--- config.mk ---
export PLATFORM = sky130hd
export DESIGN_NAME = jrrencoder_flat
export DESIGN_NICKNAME = d
export VERILOG_FILES = /design/src/rtl/jrrencoder_pkg.sv /design/src/rtl/jrrencoder_if.sv /design/src/rtl/jrrencoder_jprienc.sv /design/src/rtl/jrrencoder_prim.sv /design/src/rtl/jrrencoder.sv /design/src/flat_wrapper.sv
export SDC_FILE = /design/constraint.sdc
export NUM_CORES = 1
export LEC_CHECK = 0
export ABC_AREA = 0
export CAP_MARGIN = 25
export CORE_AREA = 2 2 39 41
export DETAILED_ROUTE_END_ITERATION = 8
export DIE_AREA = 0 0 41 43
export SYNTH_ARGS = -nofsm -noshare
export SYNTH_HDL_FRONTEND = slang
export SYNTH_SLANG_ARGS = --single-unit
--- constraint.sdc ---
create_clock -name wclk -period 2.4 [get_ports wclk]
set_input_delay 0.36 -clock wclk [delete_from_list [all_inputs] [get_ports wclk]]
set_output_delay 0.36 -clock wclk [all_outputs]
set_load 0.01 [all_outputs]
--- src/rtl/jrrencoder_pkg.sv ---
// Shared constants for the encoder/decoder family: default code width and the
// matching request-line count, plus a helper used to build the binary encode masks.
package jrrencoder_pkg;

  localparam int JRR_N  = 2;
  localparam int JRR_N2 = 2 ** JRR_N;

  // Bit j of the result is bit b of the integer j: the set of indices whose
  // binary code has bit b set.
  function automatic logic [31:0] code_bit_mask(input int b);
    logic [31:0] m;
    m = '0;
    for (int j = 0; j < 32; j++) m[j] = ((j >> b) & 1) != 0;
    return m;
  endfunction

endpackage

--- src/rtl/jrrencoder_if.sv ---
// Request/grant bus between the requesting units, the consumer and the encoder.
interface jrrencoder_if
  import jrrencoder_pkg::*;
#(
  parameter int N  = JRR_N,
  parameter int N2 = JRR_N2
);
  logic [N2-1:0] bis;
  logic          wdone;
  logic [N-1:0]  bos;
  logic [N2-1:0] bgnt;
  logic          wvalid;

  modport master (output bis, wdone, input bos, bgnt, wvalid);
  modport slave  (input bis, wdone, output bos, bgnt, wvalid);
endinterface

--- src/rtl/jrrencoder_jprienc.sv ---
// Rotating priority encoder: first set request at or above ptr, else the lowest
// set request overall. With ptr tied to 0 it is a plain priority encoder.
module jprienc
  import jrrencoder_pkg::*;
#(
  parameter int N  = JRR_N,
  parameter int N2 = JRR_N2
) (
  input  logic [N2-1:0] bis,
  input  logic [N-1:0]  ptr,
  output logic          found,
  output logic [N-1:0]  idx
);
  logic [N2-1:0] pdec, ge, req_hi;
  logic [N2-1:0] pr_hi, pr_all, below_hi, below_all, nb_hi, nb_all;
  logic [N2-1:0] g_hi, g_all, g_lo_keep, g;
  logic          n_any_hi;

  // ge is a thermometer of indices >= ptr; requests there win over the wrap-around.
  jdecoder   #(N, N2) u_pdec (.a(ptr), .en(1'b1), .y(pdec));
  jprefix_or #(N2)    u_ge   (.x(pdec), .p(ge));
  jand       #(N2)    u_hi   (.a(bis), .b(ge), .y(req_hi));

  jprefix_or #(N2) u_pr_hi  (.x(req_hi), .p(pr_hi));
  jprefix_or #(N2) u_pr_all (.x(bis),    .p(pr_all));
  assign below_hi  = {pr_hi[N2-2:0],  1'b0};
  assign below_all = {pr_all[N2-2:0], 1'b0};

  jnot #(N2) u_nb_hi  (.a(below_hi),  .y(nb_hi));
  jnot #(N2) u_nb_all (.a(below_all), .y(nb_all));
  jand #(N2) u_g_hi   (.a(req_hi), .b(nb_hi),  .y(g_hi));
  jand #(N2) u_g_all  (.a(bis),    .b(nb_all), .y(g_all));

  jnot #(1)  u_nany (.a(pr_hi[N2-1]), .y(n_any_hi));
  jand #(N2) u_keep (.a(g_all), .b({N2{n_any_hi}}), .y(g_lo_keep));
  jor  #(N2) u_sel  (.a(g_hi), .b(g_lo_keep), .y(g));

  assign found = pr_all[N2-1];

  for (genvar b = 0; b < N; b++) begin : g_enc
    localparam logic [N2-1:0] MASK = N2'(code_bit_mask(b));
    logic [N2-1:0] gm;
    jand       #(N2) u_m (.a(g), .b(MASK), .y(gm));
    jreduce_or #(N2) u_r (.x(gm), .y(idx[b]));
  end
endmodule

--- src/rtl/jrrencoder_prim.sv ---
// Gate primitives and the N-to-2^N decoder shared by the encoder datapath.
module jand #(parameter int W = 1) (
  input  logic [W-1:0] a,
  input  logic [W-1:0] b,
  output logic [W-1:0] y
);
  assign y = a & b;
endmodule

module jor #(parameter int W = 1) (
  input  logic [W-1:0] a,
  input  logic [W-1:0] b,
  output logic [W-1:0] y
);
  assign y = a | b;
endmodule

module jnot #(parameter int W = 1) (
  input  logic [W-1:0] a,
  output logic [W-1:0] y
);
  assign y = ~a;
endmodule

// p[j] = x[0] | ... | x[j]
module jprefix_or #(parameter int W = 2) (
  input  logic [W-1:0] x,
  output logic [W-1:0] p
);
  assign p[0] = x[0];
  for (genvar j = 1; j < W; j++) begin : g_chain
    jor #(1) u_or (.a(p[j-1]), .b(x[j]), .y(p[j]));
  end
endmodule

module jreduce_or #(parameter int W = 2) (
  input  logic [W-1:0] x,
  output logic         y
);
  logic [W-1:0] c;
  assign c[0] = x[0];
  for (genvar j = 1; j < W; j++) begin : g_chain
    jor #(1) u_or (.a(c[j-1]), .b(x[j]), .y(c[j]));
  end
  assign y = c[W-1];
endmodule

module jdecoder
  import jrrencoder_pkg::*;
#(
  parameter int N  = JRR_N,
  parameter int N2 = JRR_N2
) (
  input  logic [N-1:0]  a,
  input  logic          en,
  output logic [N2-1:0] y
);
  // NOTE: every variable written in always_comb gets a default first, so no path leaves it unassigned and no latch is inferred.
  always_comb begin
    y = '0;
    if (en) y[a] = 1'b1;
  end
endmodule

--- src/rtl/jrrencoder.sv ---
// Registered round-robin encoder: grants one of N2 requesters by rotating
// priority and holds code/grant until completion or withdrawal.
module jrrencoder
  import jrrencoder_pkg::*;
#(
  parameter int N  = JRR_N,
  parameter int N2 = JRR_N2
) (
  input  logic        wclk,
  input  logic        wreset,
  jrrencoder_if.slave bus
);
  typedef enum logic {IDLE = 1'b0, GRANT = 1'b1} state_t;

  state_t        state, state_nxt;
  logic [N-1:0]  ptr, ptr_nxt, code, code_nxt;
  logic          found, wvalid;
  logic [N-1:0]  idx;
  logic [N2-1:0] bgnt;

  jprienc #(N, N2) u_pri (.bis(bus.bis), .ptr(ptr), .found(found), .idx(idx));

  // NOTE: state registers use non-blocking assignments so every flop samples pre-edge values.
  always_ff @(posedge wclk) begin
    if (wreset) begin
      state <= IDLE;
      ptr   <= '0;
      code  <= '0;
    end else begin
      state <= state_nxt;
      ptr   <= ptr_nxt;
      code  <= code_nxt;
    end
  end

  always_comb begin
    state_nxt = state;
    ptr_nxt   = ptr;
    code_nxt  = code;
    case (state)
      IDLE: if (found) begin
        code_nxt  = idx;
        state_nxt = GRANT;
      end
      GRANT: if (bus.wdone || !bus.bis[code]) begin
        // N-bit add wraps N2-1 back to 0.
        ptr_nxt   = code + N'(1);
        state_nxt = IDLE;
      end
      default: state_nxt = IDLE;
    endcase
  end

  assign wvalid = (state == GRANT);

  jdecoder #(N, N2) u_gdec (.a(code), .en(wvalid), .y(bgnt));

  assign bus.wvalid = wvalid;
  assign bus.bos    = wvalid ? code : '0;
  assign bus.bgnt   = bgnt;
endmodule

--- src/flat_wrapper.sv ---
// flat-port wrapper written by rule: the top's interface ports become plain ports
module jrrencoder_flat import jrrencoder_pkg::*;
#(
  parameter int N  = JRR_N,
  parameter int N2 = JRR_N2
)
  (wclk, wreset, bus_bis, bus_wdone, bus_bos, bus_bgnt, bus_wvalid);
  jrrencoder_if #(.N(N), .N2(N2)) bus_i ();
  input  logic wclk;
  input  logic wreset;
  input wire logic [$bits(bus_i.bis)-1:0] bus_bis;
  input wire logic [$bits(bus_i.wdone)-1:0] bus_wdone;
  output wire logic [$bits(bus_i.bos)-1:0] bus_bos;
  output wire logic [$bits(bus_i.bgnt)-1:0] bus_bgnt;
  output wire logic [$bits(bus_i.wvalid)-1:0] bus_wvalid;
  assign bus_i.bis = bus_bis;
  assign bus_i.wdone = bus_wdone;
  assign bus_bos = bus_i.bos;
  assign bus_bgnt = bus_i.bgnt;
  assign bus_wvalid = bus_i.wvalid;
  jrrencoder #(.N(N), .N2(N2)) u_core (.wclk(wclk), .wreset(wreset), .bus(bus_i));
endmodule
After elaboration in Yosys (flattened, before gate mapping)
Cells that the tools add are included.
- $add $sub $neg: 1
- magnitude comparators: 4
- multiplexer cells: 11
- bitwise logic cells: 20
- reductions and logical operators: 6
- operators by type and width (cell ; count):
    4-bit AND ; 4
    1-bit bitwise OR ; 11
    4-bit NOT ; 2
    2-bit by 3-bit less-than comparator with 1-bit output (second input constant) ; 2
    1-bit two-way mux ; 5
    1-bit demux with 2-bit select ; 2
    2-bit by 1-bit >= comparator with 1-bit output (second input constant) ; 2
    4-bit two-way mux ; 1
    4-bit bitwise OR ; 1
    2-bit AND reduction ; 2
    2-bit by 1-bit adder with 2-bit output (second input constant) ; 1
    1-bit binary-select mux with 2-bit select ; 1
    1-bit logical AND ; 2
    2-bit two-way mux ; 1
    1-bit NOT ; 2
    1-bit case mux with 2 select lines ; 1
    1-bit logical NOT ; 1
    1-bit logical OR ; 1
- flip-flop bits (word level): 5
- input bits: 7

Depth between registers and ports, before layout
- depth in word-level cells: 15
- gate-level depth with buffers: 4

Cells and area by module
Synthesis repeated with hierarchy kept, for this count alone.
- cell total of the unflattened synthesis: 97
- area total of the unflattened synthesis: 705.7 sq um
- by module, submodules not included (module ; times used ; cells each ; area each (sq um) ; sequential area each (sq um)):
    jrrencoder ; 1 ; 32 ; 297.8 ; 100.1
    jand ; 6 ; 4 ; 25.0 ; 0.0
    jor at u_core.u_pri.g_enc[0].u_r.g_chain[1].u_or ... ; 15 ; 1 ; 6.3 ; 0.0
    jdecoder ; 2 ; 4 ; 37.5 ; 0.0
    jnot at u_core.u_pri.u_nb_all ... ; 2 ; 4 ; 15.0 ; 0.0
    jor at u_core.u_pri.u_sel ; 1 ; 4 ; 25.0 ; 0.0
    jprefix_or ; 3 ; 1 ; 7.5 ; 0.0
    jprienc ; 1 ; 2 ; 7.5 ; 0.0
    jnot at u_core.u_pri.u_nany ; 1 ; 1 ; 3.8 ; 0.0

Worst setup path after synthesis
Ideal clock, no wire load.
- path kind: reg-to-reg
- start: register u_core.ptr[1]
- end: register u_core.code[0]
- setup time: 0.070 ns
- data arrival time: 1.211 ns
- setup slack: 1.119 ns
- stages on the path, launching flop included: 5
- path buffers: 0
- period minus slack after synthesis: 1.281 ns
- cell sequence: dfxtp_1 mux2i_1 nor2_1 or4_1 a21oi_1
- longest elaborated chain between the ends: 13
- elaborated cells on any way between the ends: 18
- classes of those cells: 2 x order compare; 2 x mux; 13 x bitwise; 1 x reduce/logical
- ends and longest elaborated chain (element ; line ; source):
    from (decl) ; jrrencoder.sv:16 ; logic [N-1:0] ptr, ptr_nxt, code, code_nxt;
    from (signal assigned) ; jrrencoder.sv:31 ; ptr <= ptr_nxt;
    2-bit by 3-bit less-than comparator with 1-bit output (not written as such) / 2-bit by 1-bit >= comparator with 1-bit output (equally long branches) ; jrrencoder_prim.sv:61 ; if (en) y[a] = 1'b1;
    1-bit logical AND (not written as such) ; jrrencoder_prim.sv:61 ;
    1-bit two-way mux (not written as such) ; jrrencoder_prim.sv:61 ;
    1-bit demux with 2-bit select * ; n/a ;
    1-bit bitwise OR ; jrrencoder_prim.sv:15 ; assign y = a | b;
    4-bit AND * ; jrrencoder_prim.sv:7 ; assign y = a & b;
    1-bit bitwise OR / 4-bit AND (equally long branches) (2 in a row) ; jrrencoder_prim.sv:15, jrrencoder_prim.sv:7 ;
    1-bit bitwise OR ; jrrencoder_prim.sv:15 ;
    1-bit NOT ; jrrencoder_prim.sv:22 ; assign y = ~a;
    4-bit AND ; jrrencoder_prim.sv:7 ;
    4-bit bitwise OR * ; jrrencoder_prim.sv:15 ;
    1-bit bitwise OR * ; jrrencoder_prim.sv:15 ;
    to (signal assigned) ; jrrencoder.sv:32 ; code <= code_nxt;
    to (decl) ; jrrencoder.sv:16 ;
Every way passes the cells marked *; elsewhere a longest branch is shown, timed or not.
A chain may end at the register's enable or synchronous reset.

Final worst setup path
- start: register u_core.code[0]
- end: output bus_bgnt[2]
- longest elaborated chain between the ends: 5
- elaborated cells on any way between the ends: 6
- classes of those cells: 2 x order compare; 3 x mux; 1 x reduce/logical
- ends and longest elaborated chain (element ; line ; source):
    2-bit by 3-bit less-than comparator with 1-bit output (not written as such) / 2-bit by 1-bit >= comparator with 1-bit output (equally long branches) ; jrrencoder_prim.sv:61 ;
    1-bit logical AND (not written as such) ; jrrencoder_prim.sv:61 ;
    1-bit two-way mux (not written as such) ; jrrencoder_prim.sv:61 ;
    1-bit demux with 2-bit select * ; jrrencoder_prim.sv:61 ;
    4-bit two-way mux * ; jrrencoder_prim.sv:61 ;
    to (decl) ; flat_wrapper.sv:14 ; output wire logic [$bits(bus_i.bgnt)-1:0] bus_bgnt;
Marks and branches as above.

==> impl_metrics.toml <==
[synthesis]
netlist_area_um2 = 383
synth_cells = 46
yosysSeqAreaShare = 0.261
synth_cell_types = 19
yosysWarnings = 0
synth_nets = 57
synth.avg_cell_area_um2 = 8.32
ys_ff_latch = 5

[critical_path]
cp_slowest_stage_delay_ps = 460
reg2reg_to = "u_core.code[0]"
worst_ep_required_time_ps = 2040
cp-start-kind = "flop"
reg2reg_depth = 4
critPathKind = "flop to primary output"
crit_path_top_delay_cell = "dfxtp_1"
worstPathCellList = "inv_1, ha_1, and2_1, clkdlybuf4s50_1"
worstPathMaxFanout = 6
r2r_start = "u_core.ptr[1]"
cp-end-kind = "primary output"
regToRegSetupSlack_ps = 1020
critPathArrivalTime_ps = 1660

[die]
dieWidth_um = 41
ios = 14
initial_utilization = 0.277
die-area_um2 = 1760
rows = 14
die_y_um = 43
core_area_um2 = 1380

[global_route]
met2_usage = 0.163
grt.total_usage = 0.127
use_met1 = 0.172
groute.layer.met3.usage = 0.0628
antenna_found_initial = 0
busiest_layer = "met1"
grt_pass1_wl_um = 1500
grt_pass1_vias = 345
grt_max_degree = 9
grt.overflow.total = 0

[pwr]
vdd_drop_max_mv = 0.393
clkPwrFrac = 0.367
seq_power_share = 0.372
p_per_area_nw_per_um2 = 485
switchingPower_mw = 0.0797
leakagePower_nw = 0.210
power.internal_mw = 0.192
swShare = 0.293
combPwrFrac = 0.262

[min_path]
min_path_cells = 2
worstHoldStart = "u_core.ptr[0]"
worstHoldPathType = "flop to flop"
min_delay_worst_endpoint = "u_core.ptr[0]"

[place]
dpl_cell_area_um2 = 533
place_inst = 75
portBuffers = 13
hpwlAfterDp_um = 625
place_congestion = 0.774

[clocking]
clk_path_buf_depth = 2
post_cts_resized = 0
cts_root_buf = "clkbuf_4"
cts_setup_buffers = 0
clk_pin_slew_ps = 50
h-tree-depth = 1
cts_tree = "done"
cts_num_sinks = 5
hold_buffers = 0
cts_made_buffers = 3
clk_latency_ps = 250

[timing]
fin_skew_ps = 6.54
period_share = 0.840
worstMarginPinSlew_ps = 405
rsz0062_at_grt = "false"
maxSlewHeadroom = 0.727
finalHoldViolations = 0
maxSlewViolCount = 0
setup_viol = 0
finalSetupTns_ps = 0
fin_crit_ps = 2020
fmax_ghz = 0.496

[final_layout]
final_area_um2 = 559
final_common_cell = "clkdlybuf4s50_1"
areaGrowthSynthToFinish_pct = 46.1
drive_gt1_frac = 0.0952
layout_common_cells = "13 x clkdlybuf4s50_1, 6 x a21oi_1, 5 x nor2_1, 5 x dfxtp_1"
nets = 75
fin_cells = 79
final_core_util = 0.404
diodes = 0

[detailed_routing]
wirelength_um = 823
antenna_left = 0
vias = 377
first_pass_iters = 2
route.detailed.drc = 0
wire_per_inst_um = 10.4
drt_iter0_drc = 6
routed_via_density = 4.77

[status]
status = "complete, no violations"

[flow_run]
drv_cap = 0
==> metrics by stage <==
stage | setup WS (ps) | power [mW] | hold slack (ps)
after global placement | 620 | 0.173 | 522
after floorplan | 1120 | 0.139 | 429
final | 383 | 0.271 | 522
after global routing | 262 | 0.293 | 572
after CTS | 371 | 0.275 | 522
after detailed placement | 607 | 0.173 | 516
==> how the worst max path moves through the flow <==
stage / from / to / cells past startpoint
finish: u_core.code[0] / bus_bgnt[2] / 4
global route: u_core.code[0] / bus_bgnt[2] / 4
CTS: u_core.code[0] / bus_bgnt[2] / 4
detailed placement: bus_bis[1] / u_core.code[0] / 4
global placement: bus_bis[0] / u_core.code[0] / 4
floorplan: u_core.ptr[1] / u_core.code[0] / 4
==> synthesized netlist by cell type <==
| master | count | share of area |
|---|---|---|
| or2_1 | 1 | 0.016 |
| nand2_1 | 4 | 0.039 |
| and2_1 | 4 | 0.065 |
| nor2_1 | 5 | 0.049 |
| or4_1 | 1 | 0.020 |
| o21a_1 | 1 | 0.020 |
| a21oi_1 | 6 | 0.078 |
| nor3b_1 | 1 | 0.020 |
| o221ai_2 | 1 | 0.039 |
| dfxtp_1 | 5 | 0.26 |
| mux2i_1 | 4 | 0.10 |
| ha_1 | 4 | 0.13 |
| inv_1 | 3 | 0.029 |
| o221ai_1 | 1 | 0.023 |
| o41ai_2 | 1 | 0.042 |
| a211oi_1 | 1 | 0.020 |
| o22ai_1 | 1 | 0.016 |
| nand2b_1 | 1 | 0.016 |
| inv_2 | 1 | 0.0098 |
==> final cells by class <==
cell class / count / area (um2)
tap: 16 / 20.0
timing repair buffer: 13 / 130
clock buffer: 4 / 26.3
multi-input combinational: 37 / 268
sequential: 5 / 100
inverter: 4 / 15.0
fill: 140 / 825
==> per-layer routing <==
layer | vias up | routed length [um] | part of all wire
li1 | 195 | - | -
met1 | 170 | 414 | 0.50
met2 | 12 | 351 | 0.43
met3 | 0 | 58 | 0.070
met4 | 0 | 0 | 0
met5 | - | 0 | 0
==> cells by family after synthesis <==
| logic type | Yosys count | synth area share |
|---|---|---|
| buffers and inverters | 4 | 0.0392 |
| adders and majority gates | 4 | 0.131 |
| AOI/OAI and AO/OA | 12 | 0.239 |
| muxes | 4 | 0.105 |
| and+or+nand+nor | 17 | 0.226 |
| DFF | 5 | 0.261 |
==> worst max-delay path: cells and delay by family, from the launching register on <==
family / cells / cell delay, ps
flip-flops: 1 / 460
adder cells (fa/ha/maj): 1 / 210
AND/OR/NAND/NOR: 1 / 140
buffers and inverters: 2 / 600
==> power groups by stage <==
stage	registers (mW)	clock network, mW	logic [mW]
after floorplan	0.100	0	0.0385
after global placement	0.102	0	0.0711
after detailed placement	0.102	0	0.0712
after CTS	0.101	0.103	0.0714
after global routing	0.102	0.111	0.0800
final	0.101	0.0996	0.0710
==> registers in the layout, summed over array words and instances, names as in the netlist <==
signal	cells
u_core.bus.wvalid	1
u_core.code	2
u_core.ptr	2
(Power assumes the default switching activity.)
